## src/rtl/future_pkg.sv

```systemverilog
// Shared constants, FSM state type and S-box reference table for the FUTURE round datapath.
package future_pkg;

  localparam int NIB   = 16;
  localparam int DW    = 64;
  localparam int NIB_W = 4;

  typedef enum logic [1:0] {
    IDLE = 2'd0,
    RUN  = 2'd1,
    DONE = 2'd2
  } fsm_t;

  // Reference copy of the cell mapping, indexed by the input nibble value.
  localparam logic [3:0] SBOX [16] = '{
    4'h1, 4'h3, 4'h0, 4'h2, 4'h7, 4'hE, 4'h4, 4'hD,
    4'h9, 4'hA, 4'hC, 4'h6, 4'hF, 4'h5, 4'h8, 4'hB
  };

endpackage

```

## src/rtl/sb.sv

```systemverilog
// FUTURE 4-bit S-box cell; x0/y0 are the nibble LSBs.
module sb (
  input  logic x0,
  input  logic x1,
  input  logic x2,
  input  logic x3,
  output logic y0,
  output logic y1,
  output logic y2,
  output logic y3
);

  logic [3:0] w_x;
  logic [3:0] w_y;

  assign w_x = {x3, x2, x1, x0};

  always_comb begin
    w_y = 4'h0;
    case (w_x)
      4'h0: w_y = 4'h1;
      4'h1: w_y = 4'h3;
      4'h2: w_y = 4'h0;
      4'h3: w_y = 4'h2;
      4'h4: w_y = 4'h7;
      4'h5: w_y = 4'hE;
      4'h6: w_y = 4'h4;
      4'h7: w_y = 4'hD;
      4'h8: w_y = 4'h9;
      4'h9: w_y = 4'hA;
      4'hA: w_y = 4'hC;
      4'hB: w_y = 4'h6;
      4'hC: w_y = 4'hF;
      4'hD: w_y = 4'h5;
      4'hE: w_y = 4'h8;
      4'hF: w_y = 4'hB;
      default: w_y = 4'h0;
    endcase
  end

  assign {y3, y2, y1, y0} = w_y;

endmodule

```

## src/rtl/sbox_layer_seq.sv

```systemverilog
// Serial S-box layer: one shared cell substitutes the 16 state nibbles over 16 cycles,
// with valid/ready handshakes on both sides.
module sbox_layer_seq
  import future_pkg::*;
#(
  parameter int NIB = 16,
  parameter int DW  = 64
) (
  input  logic          clk,
  input  logic          rst_n,
  input  logic          clr,
  input  logic          in_valid,
  output logic          in_ready,
  input  logic [DW-1:0] in_data,
  output logic          out_valid,
  input  logic          out_ready,
  output logic [DW-1:0] out_data,
  output logic          busy,
  output logic [3:0]    nib_idx
);

  fsm_t             r_fsm;
  logic [NIB_W-1:0] r_nib_idx;
  logic [DW-1:0]    r_data;
  logic [3:0]       r_result [NIB];

  logic [3:0]       w_nib [NIB];
  logic [3:0]       w_nib_in;
  logic [3:0]       w_nib_out;
  logic [NIB-1:0]   w_wr_en;

  genvar gi;
  generate
    for (gi = 0; gi < NIB; gi++) begin : g_nib
      assign w_nib[gi]            = r_data[4*gi +: 4];
      assign w_wr_en[gi]          = (r_fsm == RUN) && !clr && (r_nib_idx == NIB_W'(gi));
      assign out_data[4*gi +: 4]  = r_result[gi];

      // Unwritten nibbles keep the previous block's value; harmless since out_valid is low.
      always_ff @(posedge clk or negedge rst_n) begin
        if (!rst_n) begin
          r_result[gi] <= 4'h0;
        end else if (w_wr_en[gi]) begin
          r_result[gi] <= w_nib_out;
        end
      end
    end
  endgenerate

  assign w_nib_in = w_nib[r_nib_idx];

  sb u_sb (
    .x0 (w_nib_in[0]),
    .x1 (w_nib_in[1]),
    .x2 (w_nib_in[2]),
    .x3 (w_nib_in[3]),
    .y0 (w_nib_out[0]),
    .y1 (w_nib_out[1]),
    .y2 (w_nib_out[2]),
    .y3 (w_nib_out[3])
  );

  always_ff @(posedge clk or negedge rst_n) begin
    if (!rst_n) begin
      r_fsm     <= IDLE;
      r_nib_idx <= '0;
      r_data    <= '0;
    end else if (clr) begin
      r_fsm     <= IDLE;
      r_nib_idx <= '0;
    end else begin
      case (r_fsm)
        IDLE: begin
          if (in_valid) begin
            r_data    <= in_data;
            r_nib_idx <= '0;
            r_fsm     <= RUN;
          end
        end
        RUN: begin
          if (r_nib_idx == NIB_W'(NIB - 1)) begin
            r_nib_idx <= '0;
            r_fsm     <= DONE;
          end else begin
            r_nib_idx <= r_nib_idx + 4'd1;
          end
        end
        DONE: begin
          if (out_ready) begin
            r_fsm <= IDLE;
          end
        end
        default: r_fsm <= IDLE;
      endcase
    end
  end

  assign in_ready  = (r_fsm == IDLE);
  assign out_valid = (r_fsm == DONE);
  assign busy      = (r_fsm == RUN) || (r_fsm == DONE);
  assign nib_idx   = r_nib_idx;

endmodule

```

## config.mk

```make
export PLATFORM = sky130hd
export DESIGN_NAME = sbox_layer_seq
export DESIGN_NICKNAME = d
export VERILOG_FILES = /design/src/rtl/future_pkg.sv /design/src/rtl/sb.sv /design/src/rtl/sbox_layer_seq.sv
export SDC_FILE = /design/constraint.sdc
export NUM_CORES = 1
export LEC_CHECK = 0
export CORE_MARGIN = 2
export CORE_UTILIZATION = 50
export CTS_BUF_LIST = sky130_fd_sc_hd__clkbuf_16
export CTS_CLUSTER_DIAMETER = 200
export DETAILED_ROUTE_END_ITERATION = 6
export GPL_TIMING_DRIVEN = 0
export PLACE_DENSITY = 0.85
export SLEW_MARGIN = 25
export SYNTH_ARGS = -nofsm -noshare
export SYNTH_HDL_FRONTEND = slang
export SYNTH_SLANG_ARGS = --single-unit
```

## constraint.sdc

```tcl
create_clock -name clk -period 3.2 [get_ports clk]
set_input_delay 0.64 -clock clk [delete_from_list [all_inputs] [get_ports clk]]
set_output_delay 0.64 -clock clk [all_outputs]
set_load 0.005 [all_outputs]
```

Word level (Yosys, flattened, before mapping)
Memory sizes are Yosys's and may differ from the RTL's.
Index checks and enable logic that the tools add are counted.

storage, ports and cells
  register bits = 134
  ROM bits = 64
  input port bits = 69
  output and inout bits = 71
  logic and storage cells = 81
  memories kept = 1

memory list
  name              depth  bits a word  rd ports  clocked after memory_dff  write ports  line      RTL
  (name not given)  16     4            1         0                         0            sb.sv:20  case (w_x)

operators by class
  add/subtract/negate cells = 1
  $lt $le $gt $ge = 1
  eq/ne operators = 20
  multiplexer cells = 12
  bitwise operators = 2
  reduce and logical (&&, ||, !) cells = 25

operators by type and width
  operator               number
  $eq A4 B4 Y1 const B   8
  $mux W4                5
  $logic_and A1 B1 Y1    17
  $bmux W4 S4            1
  $eq A4 B3 Y1 const B   4
  $eq A4 B2 Y1 const B   2
  $mux W2                4
  $pmux W4 S2            1
  $ne A3 B2 Y1 const B   2
  $pmux W2 S3            1
  $reduce_and A3 Y1      2
  $ge A5 B5 Y1 const B   1
  $not A4 Y5             1
  $add A4 B1 Y4 const B  1
  $eq A4 B1 Y1 const B   1
  $logic_not A4 Y1       1
  $ne A3 B3 Y1 const B   1
  $reduce_bool A3 Y1     1
  $eq A2 B1 Y1 const B   1
  $eq A2 B2 Y1 const B   1
  $logic_not A2 Y1       1
  $reduce_and A2 Y1      1
  $logic_not A1 Y1       1
  $logic_or A1 B1 Y1     1
  $not A1 Y1             1

Depth between registers and ports, before layout
Gate-level depths: netlist (run 1).
An unclocked memory read counts as a cell.

  depth in word-level cells = 5
  depth in mapped cells = 12
  gate-level depth less buffers = 8

Modules after synthesis
From an unflattened synthesis (run 1), not the netlist that was laid out.

second synthesis, totals
  cell total of the unflattened synthesis = 392
  area, all modules = 5,888.1 µm²

modules (own cells, without submodules)
  module          times used  cells an instance  area an instance (µm²)  sequential area each (µm²)
  sbox_layer_seq  1           375                5,768.0                 3,353.2
  sb              1           17                 120.1                   0.0

Worst setup path after synthesis (run 1)
OpenSTA, ideal clock, no wires.

  path kind = reg-to-reg
  from = reg r_nib_idx[0] (netlist: nib_idx[0])
  to = reg r_result, in the netlist out_data[13]
  library setup time = 0.137 ns
  arrival time = 2.816 ns
  required time = 3.063 ns
  path slack = 0.247 ns
  stages on the path, launching flop included = 11
  buffers on the path = 3
  period minus slack after synthesis = 2.953 ns
  cell sequence = dfrtp_1 -> buf_2 -> buf_4 -> mux4_2 -> a22oi_1 -> nand2_1 -> ha_1 -> a41o_1 -> o211ai_1 -> clkbuf_1 -> a21oi_1

on the way
  longest elaborated chain between the ends = 5
  elaborated cells on any way between the ends = 7
  those cells by class = eq/ne: 1; mux: 3; bitwise: 1; reduce/logical: 1; memory: 1

ends and longest elaborated chain
  element                                     line                  RTL
  start, declared                             sbox_layer_seq.sv:23  logic [NIB_W-1:0] r_nib_idx;
  start signal, assigned                      sbox_layer_seq.sv:85  r_nib_idx <= r_nib_idx + 4'd1;
  $not A4 Y5 (implied by the code)            sbox_layer_seq.sv:50  assign w_nib_in = w_nib[r_nib_idx];
  $bmux W4 S4                                 sbox_layer_seq.sv:50
  $mux W4 (implied by the code) (2 in a row)  sbox_layer_seq.sv:50
  $mem_v2 Z16 W4                              n/a
  end signal, assigned by index               sbox_layer_seq.sv:44  r_result[gi] <= w_nib_out;
  end, declared                               sbox_layer_seq.sv:25  logic [3:0] r_result [NIB];

Parallel ways exist; a longest one is shown, timed or not. The select of a mux whose other input is x is not followed.
A chain may end at the register's enable or synchronous reset.

Worst setup path after layout (run 1)
  from = reg r_nib_idx[0] (netlist: nib_idx[0])
  to = reg r_result, in the netlist out_data[16]

The elaborated chain is that of the path after synthesis.

==> results of run 1 <==
## per-layer routing
layer	GRT usage, %	share of wire, %	up-vias
met2	45.9	51	285
met3	6.19	7.8	43
met1	32.6	39	2399
li1	-	-	2129
met4	10.1	2.2	0
met5	0	0	-
## synth_stat cells (all sizes together) (2+ instances only)
cell	n	area share, %
a21oi	20	1.7
a22oi	3	0.37
a31oi	16	1.6
a32oi	2	0.29
and2	6	0.62
and4	3	0.43
buf	10	1.1
clkbuf	18	1.1
dfrtp	134	55
ha	10	2.1
inv	6	0.37
mux2	65	12
mux2i	3	0.49
mux4	17	6.3
nand2	65	4.0
nand2b	3	0.31
nor2	70	4.3
nor2b	4	0.41
nor3	6	0.58
o21ai	3	0.25
o31ai	16	2.0
o41ai	16	3.5
## timing repair
action	CTS	global route
gates cloned	1	0
hold buffers	0	0
pin swaps	0	0
gates resized for setup	6	7
hold endpoints to repair	0	0
endpoints found under the setup margin	33	32
setup buffers	1	0
## flip-flops by register name (all words and copies together), names as in the netlist
signal and flops:
out_data 64, r_data 64, nib_idx 4, r_fsm 2
## power by group
group / switching, mW / internal (mW)
combinational: 0.601 / 0.591
clock: 0.727 / 1.37
sequential: 0.153 / 1.96
## cell type report
type	count	area (µm²)
fill	808	3560
sequential	134	3350
multi-input combinational	335	2580
timing repair buffer	141	1430
clock buffer	17	425
clock inverter	15	213
tap	147	184
buffer	27	149
inverter	6	22.5
## worst paths after layout
kind / startpoint / end / slack [ns] / cells after the start
worst max-delay path: nib_idx[0] / out_data[16] / 0.10 / 10
worst min-delay path: rst_n / out_data[23] / 0.16 / 1
worst max register to register: nib_idx[0] / out_data[16] / 0.10 / 10
worst min register to register: out_data[44] / out_data[44] / 0.48 / 2
max in group asynchronous: rst_n / nib_idx[0] / 2.32 / 2
min in group clk: out_data[44] / out_data[44] / 0.48 / 2
## metrics by stage
stage	area [µm²]	hold slack (ns)
2_1_floorplan	6080	0.344
6_report	8360	0.160
4_1_cts	8340	0.178
3_3_place_gp	7640	0.462
3_5_place_dp	7670	0.466
5_1_grt	8360	0.197
## critical path, delay by kind of cell, from the launching register on
family / cells / cell delay (ns)
AOI/OAI and AO/OA: 2 / 0.60
adders and majority gates: 1 / 0.36
buffers and inverters: 3 / 0.51
DFF: 1 / 0.41
muxes: 2 / 0.87
and+or+nand+nor: 2 / 0.24
## cell families (layout without fill, tap and decap cells)
logic type               after synthesis  after routing  synth area share, %
adder cells (fa/ha/maj)               10             10                 2.06
AND/OR/NAND/NOR                      161            161                 11.1
multiplexers                          85             85                 18.9
buffers and inverters                 34            206                 2.53
AO/OA/AOI/OAI                         79             79                 10.2
flip-flops                           134            134                 55.2
==> impl_metrics.tcl, run 1 <==
set metrics [dict create \
    pin_count 140 \
    dpl.cell_count 789 \
    cap_viol_max_count 0 \
    power_density_nw_per_um2 647 \
    postRouteAntennaNets 0 \
    finalSetupViolCount 0 \
    grt_antenna_before_repair 0 \
    critical-path-max-stage-delay_ns 0.56 \
    clockBufferDepth 2 \
    period_needed_ns 3.10 \
    hold_path.class "in2async" \
    drtIter0Drc 477 \
    ys_seq_area_share_pct 55.2 \
    slowest_stage "mux4_2" \
    power_mw 5.40 \
    grt_usage_pct 26.6 \
    drive_gt1_share_pct 21.0 \
    fin_util_pct 70.1 \
    cpMostUsedCell "buf_6" \
    path_clk_slew_ns 0.06 \
    grt_max_degree 71 \
    skew_ns 0.00831 \
    cp-end-kind "flop" \
    synth_fp_nets 582 \
    min_period_over_period_pct 96.8 \
    routed_via_density 5.91 \
    fp-row-count 40 \
    stdcell_count 822 \
    overflow 0 \
    grt_pass1_wl_mm 26.2 \
    final.setup.worst_slack_ns 0.101 \
    syn_area_um2 6080 \
    dr_total_vias 4856 \
    final_common_cell "clkdlybuf4s50_1" \
    cts_num_sinks 134 \
    cts_tree "built" \
    grt_pass1_vias 5081 \
    synth_cell_type_count 36 \
    worst_setup_path_start_kind "flop" \
    dpl.hpwl_mm 11.8 \
    clock_latency_ns 0.42 \
    wire_per_inst_um 20.2 \
    synth_seq_cells 134 \
    fp.dieW_um 114 \
    syn_inst 503 \
    cts_buffers 17 \
    clockRootBuffer "clkbuf_16" \
    hold_viol_final 0 \
    die-area_um2 13000 \
    design.core.area_um2 11900 \
    async_flop_share_pct 100 \
    relSlewSlack_pct 54.0 \
    initial_core_util_pct 51.0 \
    max_freq_mhz 323 \
    crit_fanout 10 \
    total_leakage_power_nw 3.56 \
    dp_slack_ns -0.275 \
    mostFrequentLayoutCells "clkdlybuf4s50_1 (137), dfrtp_1 (133), nor2_1 (70), nand2_1 (65), mux2_2 (64)" \
    yosysWarnings 0 \
    syn_area_per_cell_um2 12.1 \
    num-nets-final 741 \
    gp_congestion 0.887 \
    finalSetupTns_ns 0 \
    antenna_cells 0 \
    tightest_slew_ns 0.690 \
    first_pass_iters 5 \
    critical_path_class "reg2reg" \
    area_growth_pct 37.5 \
    ir_drop_v 0.000321 \
    path_cells "buf_6, buf_8, mux4_2, a22oi_2, nand2_1, ha_1, nor2b_1, mux2_4, buf_6, o41ai_2" \
    synth_edf_count 0 \
    io_buffers 138 \
    run_status "finished clean" \
    synth_flop_cell "dfrtp_1" \
    cp.required_ns 3.51 \
    die_height_um 114 \
    slew_violations 0 \
    htreeDepth 4 \
    cp.arrival_ns 3.41 \
    finalWirelength_mm 16.6 \
    remaining_drc_errors 0 \
]
(Power assumes the default switching activity.)
==> run 2: changes to the inputs <==
Settings changed: SKIP_LAST_GASP set to 1.
==> results of run 2 <==
The final DEF is identical to that of run 1; final timing and power are the same.
